--- src/rtl/pattern_scan_ctrl.sv ---
// rtl/pattern_scan_ctrl.sv - Frame-sequenced serial pattern recognizer with overlapping match count
module pattern_scan_ctrl #(
    parameter int PAT_W  = 8,
    parameter int PLEN_W = 4,
    parameter int LEN_W  = 16,
    parameter int CNT_W  = 8
) (
    input  logic              clk,
    input  logic              reset,
    input  logic [PAT_W-1:0]  cfg_pattern,
    input  logic [PLEN_W-1:0] cfg_plen,
    input  logic [LEN_W-1:0]  cfg_frame,
    input  logic              start,
    input  logic              in_bit,
    input  logic              in_valid,
    output logic              in_ready,
    output logic              busy,
    output logic              match,
    output logic [CNT_W-1:0]  match_count,
    output logic              done,
    output logic              cfg_err
);

    typedef enum logic [1:0] {
        S_IDLE,
        S_SCAN,
        S_DONE
    } state_t;

    state_t state, state_nxt;

    logic [PAT_W-1:0]  pat_q;
    logic [PAT_W-1:0]  hist_q;
    logic [PAT_W-1:0]  hist_nxt;
    logic [PAT_W-1:0]  plen_mask;
    logic [PLEN_W-1:0] plen_q;
    logic [PLEN_W-1:0] seen_q;
    logic [LEN_W-1:0]  left_q;
    logic              accept;
    logic              cfg_bad;
    logic              start_ok;
    logic              last_bit;
    logic              hit;

    assign in_ready = (state == S_SCAN);
    assign busy     = (state != S_IDLE);
    assign accept   = in_valid & in_ready;
    assign cfg_bad  = (cfg_plen == '0) || ({1'b0, cfg_plen} > (PLEN_W+1)'(PAT_W)) || (cfg_frame == '0);
    assign start_ok = (state == S_IDLE) && start && !cfg_bad;
    assign last_bit = (left_q == LEN_W'(1));
    assign hist_nxt = {hist_q[PAT_W-2:0], in_bit};

    // Only the low plen bits of the history take part in the comparison.
    always_comb begin
        plen_mask = '0;
        for (int i = 0; i < PAT_W; i++) begin
            plen_mask[i] = (PLEN_W'(i) < plen_q);
        end
    end

    assign hit = accept
              && (({1'b0, seen_q} + (PLEN_W+1)'(1)) >= {1'b0, plen_q})
              && (((hist_nxt ^ pat_q) & plen_mask) == '0);

    always_ff @(posedge clk) begin
        if (reset) begin
            state <= S_IDLE;
        end else begin
            state <= state_nxt;
        end
    end

    always_comb begin
        state_nxt = state;
        case (state)
            S_IDLE:  if (start_ok) state_nxt = S_SCAN;
            S_SCAN:  if (accept && last_bit) state_nxt = S_DONE;
            S_DONE:  state_nxt = S_IDLE;
            default: state_nxt = S_IDLE;
        endcase
    end

    always_ff @(posedge clk) begin
        if (reset) begin
            pat_q       <= '0;
            plen_q      <= '0;
            left_q      <= '0;
            seen_q      <= '0;
            hist_q      <= '0;
            match       <= 1'b0;
            match_count <= '0;
            done        <= 1'b0;
            cfg_err     <= 1'b0;
        end else begin
            match   <= hit;
            done    <= accept && last_bit;
            cfg_err <= (state == S_IDLE) && start && cfg_bad;
            if (start_ok) begin
                pat_q       <= cfg_pattern;
                plen_q      <= cfg_plen;
                left_q      <= cfg_frame;
                seen_q      <= '0;
                hist_q      <= '0;
                match_count <= '0;
            end else if (accept) begin
                hist_q <= hist_nxt;
                if (seen_q < plen_q) seen_q <= seen_q + PLEN_W'(1);
                if (left_q != '0) left_q <= left_q - LEN_W'(1);
                if (hit && (match_count != '1)) match_count <= match_count + CNT_W'(1);
            end
        end
    end

endmodule

--- config.mk ---
export PLATFORM = sky130hd
export DESIGN_NAME = pattern_scan_ctrl
export DESIGN_NICKNAME = d
export VERILOG_FILES = /design/src/rtl/pattern_scan_ctrl.sv
export SDC_FILE = /design/constraint.sdc
export NUM_CORES = 1
export LEC_CHECK = 0
export ABC_AREA = 1
export CORE_MARGIN = 2
export CORE_UTILIZATION = 50
export CTS_CLUSTER_DIAMETER = 120
export CTS_CLUSTER_SIZE = 16
export DETAILED_ROUTE_END_ITERATION = 10
export GPL_ROUTABILITY_DRIVEN = 0
export GPL_TIMING_DRIVEN = 1
export PLACE_DENSITY = 0.79
export SETUP_SLACK_MARGIN = 0.3
export SYNTH_ARGS = -nofsm -noshare
export SYNTH_HDL_FRONTEND = slang
export SYNTH_SLANG_ARGS = --single-unit
export TNS_END_PERCENT = 20
--- constraint.sdc ---
create_clock -name clk -period 5.1 [get_ports clk]
set_input_delay 0.765 -clock clk [delete_from_list [all_inputs] [get_ports clk]]
set_output_delay 0.765 -clock clk [all_outputs]
set_load 0.05 [all_outputs]
==> impl_metrics.csv <==
group,metric,value,unit
timing,finalHoldViolCount,0,
timing,rsz0062_at_grt,"no",
cts,cts_hold_buf,0,
grt,met2_usage,40.3,%
synth,yosysSeqAreaShare,31.6,%
worst_setup_path,cp_cell_sequence,"clkdlybuf4s50_1 -> nor2_1 -> nand2_2 -> xor2_2 -> nand3_4 -> inv_1 -> nand2_1 -> nand3_1 -> nand2_1 -> inv_1",
worst_setup_path,critPathLaunchType,"input pin",
power,power_switching,0.000355,W
worst_setup_path,path_class,"input pin to register",
drt,drt-initial-drc-count,199,
timing,setup_violations,0,
layout,final_cells,619,
floorplan,start_util,51.9,%
grt,grt_usage,22.7,%
timing,fin_crit,2670,ps
power,switching_share,34.1,%
layout,num-fill-cells,584,
layout,insertedDiodeCount,0,
layout,multi_input_area,0.00190,mm²
drt,post-route-drc-count,0,
timing,clock-skew-final,8.57,ps
synth,syn_inst,499,
timing,fin_tns_setup,0,ps
layout,seqCellArea,0.00104,mm²
synth,netlist.area_leader.share,31.6,%
drt,vias,3242,
timing,slew_headroom,44.5,%
cts,cts_buffers,5,
cts,clock-sinks,52,
drt,wire_per_inst,12.6,µm
timing,period_share,52.3,%
placed_design,portBuffers,45,
drt,viasPerCell,5.24,
cts,cts_root_buffer,"clkbuf_8",
grt,top_usage_layer,"met2",
cts,cts_resized,0,
worst_setup_path,cpMaxStageDelayCell,"clkdlybuf4s50_1",
floorplan,die_h,85.2,µm
synth,synth_area_per_cell,6.60,µm²
power,clockPowerShare,27.8,%
floorplan,die_w,85.2,µm
run_status,status,"finished clean",
timing,fmax,0.375,GHz
power,p_leak,1.75,nW
floorplan,die_area,0.00725,mm²
layout,final_util,60.9,%
timing,whs,477,ps
grt,grt_max_degree,41,
cts,clk_pin_slew,100,ps
synth,yosys-top-cells-area,"dfxtp_1 32%, nand2_1 16%, nor2_1 7.4%",
worst_setup_path,cp.required,5350,ps
grt,grtUsageMet3,3.21,%
drt,routed_wirelength,7820,µm
worst_setup_path,crit_fanout,40,
cts,cts.htree.levels,2,
grt,grt_first_pass_wirelength,13500,µm
synth,synth-seq-cells,52,
power,internal_power,0.000687,W
drt,dr.pass1.iters,5,
synth,synth_ff_type,"dfxtp_1",
drt,ant_nets,0,
synth,synth.largest_area_cell,"dfxtp_1",
cts,tritoncts,"built",
worst_setup_path,cp.arrival,2920,ps
power,pwr-share-comb,28.8,%
synth,synth_cell_type_count,37,
layout,area_growth,17.5,%
timing,drv_slew,0,
cts,clk_latency,310,ps
floorplan,num_rows,29,
cts,post-cts-setup-buffer-count,0,
grt,grtUsageMet1,27.7,%
power,p_total,0.00104,W
power,pwr-share-seq,43.4,%
placed_design,post-dp-hpwl,5890,µm
timing,tightest_slew,831,ps
floorplan,core_area,0.00635,mm²
power,p_per_area,269,mW/mm²
worst_setup_path,rrSetupSlack,2960,ps
grt,overflow,0,
floorplan,io_pins,46,
job,maxCapViolCount,0,
synth,yosys_warnings,0,
grt,grt_pass1_vias,3105,
worst_setup_path,slowest_delay,450,ps
synth,synth-edff-count,0,
layout,drive_above_1_share,7.93,%
synth,async_flop_share,0,%
synth,syn-cell-area,0.00329,mm²
worst_setup_path,endpoint_kind,"register",
power,ir_worst_vdd,0.000195,V
placed_design,placed_cells,611,
synth,synthesis.nets,544,
grt,antenna_found_initial,0,
worst_hold_path,hold_path.class,"register to register",
layout,fin_nets,586,
cts,clockBufferDepth,2,
## stage by stage
stage | area (µm²) | setup WS, ps
after floorplan | 3290 | 3250
after global placement | 3760 | 2200
after detailed placement | 3760 | 2110
after CTS | 3870 | 2420
after global routing | 3870 | 2230
final | 3870 | 2430
## state kept, by name (all words and copies together), names as in the netlist
| register | flops |
|---|---|
| match | 1 |
| seen_q | 4 |
| state | 2 |
| cfg_err | 1 |
| left_q | 16 |
| match_count | 8 |
| plen_q | 4 |
| pat_q | 8 |
| done | 1 |
| hist_q | 7 |
## cells in the mapped netlist (2+ instances only)
library cell / count
nand4_1: 7
nand2_1: 136
inv_1: 61
xor2_1: 11
nor3_1: 5
o21ai_0: 15
nand2_2: 5
inv_2: 8
nor2_2: 5
dfxtp_1: 52
buf_6: 4
a21oi_1: 36
nand2_4: 4
nand3_1: 37
xnor2_1: 3
buf_2: 3
ha_1: 12
nor2_4: 4
clkbuf_1: 2
o211ai_1: 2
o21ai_1: 6
nand3_4: 2
nor2_1: 65
## cells by family (layout without fill, tap and decap cells)
| logic type | count (synthesis) | in the layout | share of synthesized area, % |
|---|---|---|---|
| AND/OR/NAND/NOR | 278 | 278 | 39.0 |
| adder cells (fa/ha/maj) | 12 | 12 | 4.56 |
| AO/OA/AOI/OAI | 62 | 62 | 9.95 |
| XOR/XNOR | 15 | 15 | 4.22 |
| flip-flops | 52 | 52 | 31.6 |
| buffers and inverters | 80 | 123 | 10.6 |
## path summary, 6_finish.rpt
path,startpoint,end,depth (start not counted)
max,cfg_plen[0],left_q[12]$_SDFFE_PP0P_,10
min,pat_q[4]$_SDFFE_PP0P_,pat_q[4]$_SDFFE_PP0P_,2
max reg2reg,seen_q[0]$_SDFFE_PP0P_,match_count[0]$_SDFFE_PP0P_,13
min reg2reg,pat_q[4]$_SDFFE_PP0P_,pat_q[4]$_SDFFE_PP0P_,2
## cell usage in the layout, fill, tap and decap left out, types with 2 or more instances in the layout
master           count
a21oi_1             36
nand4_1              7
nand3_1             37
inv_1               61
o211ai_1             2
dfxtp_1             52
ha_1                12
clkbuf_8             5
nor2_1              65
xnor2_1              3
nand2_2              5
clkdlybuf4s50_1     45
nor2_4               4
nand3_4              2
nand2_1            136
nand2_4              4
o21ai_1              6
nor3_1               5
nor2_2               5
o21ai_0             15
inv_2                8
xor2_1              11
## routing by layer
layer / vias to the layer above / wire [µm] / share of wire (%)
met5: - / 0 / 0
met4: 0 / 172 / 2.2
met3: 17 / 350 / 4.5
met2: 92 / 3930 / 50
met1: 1473 / 3380 / 43
li1: 1660 / - / -
## power groups by stage
stage / logic [W] / registers [W] / clock network [W]
2_1_floorplan: 0.000224 / 0.000458 / 0
3_3_place_gp: 0.000290 / 0.000460 / 0
3_5_place_dp: 0.000297 / 0.000461 / 0
4_1_cts: 0.000300 / 0.000452 / 0.000296
5_1_grt: 0.000339 / 0.000456 / 0.000308
6_report: 0.000300 / 0.000452 / 0.000289
## cell type report
class | count | share of cell area, %
Clock buffer | 5 | 1.78
Inverter | 70 | 6.92
Sequential cell | 52 | 26.9
Tap cell | 77 | 2.49
Timing Repair Buffer | 45 | 11.6
Multi-Input combinational cell | 367 | 49.2
Clock inverter | 3 | 1.10
## worst max-delay path, delay by kind of cell
| family | cells | cell delay [ps] |
|---|---|---|
| buffers and inverters | 3 | 940 |
| XOR/XNOR | 1 | 280 |
| AND/OR/NAND/NOR | 6 | 910 |
Note: power is estimated with default switching activity, not from simulation.
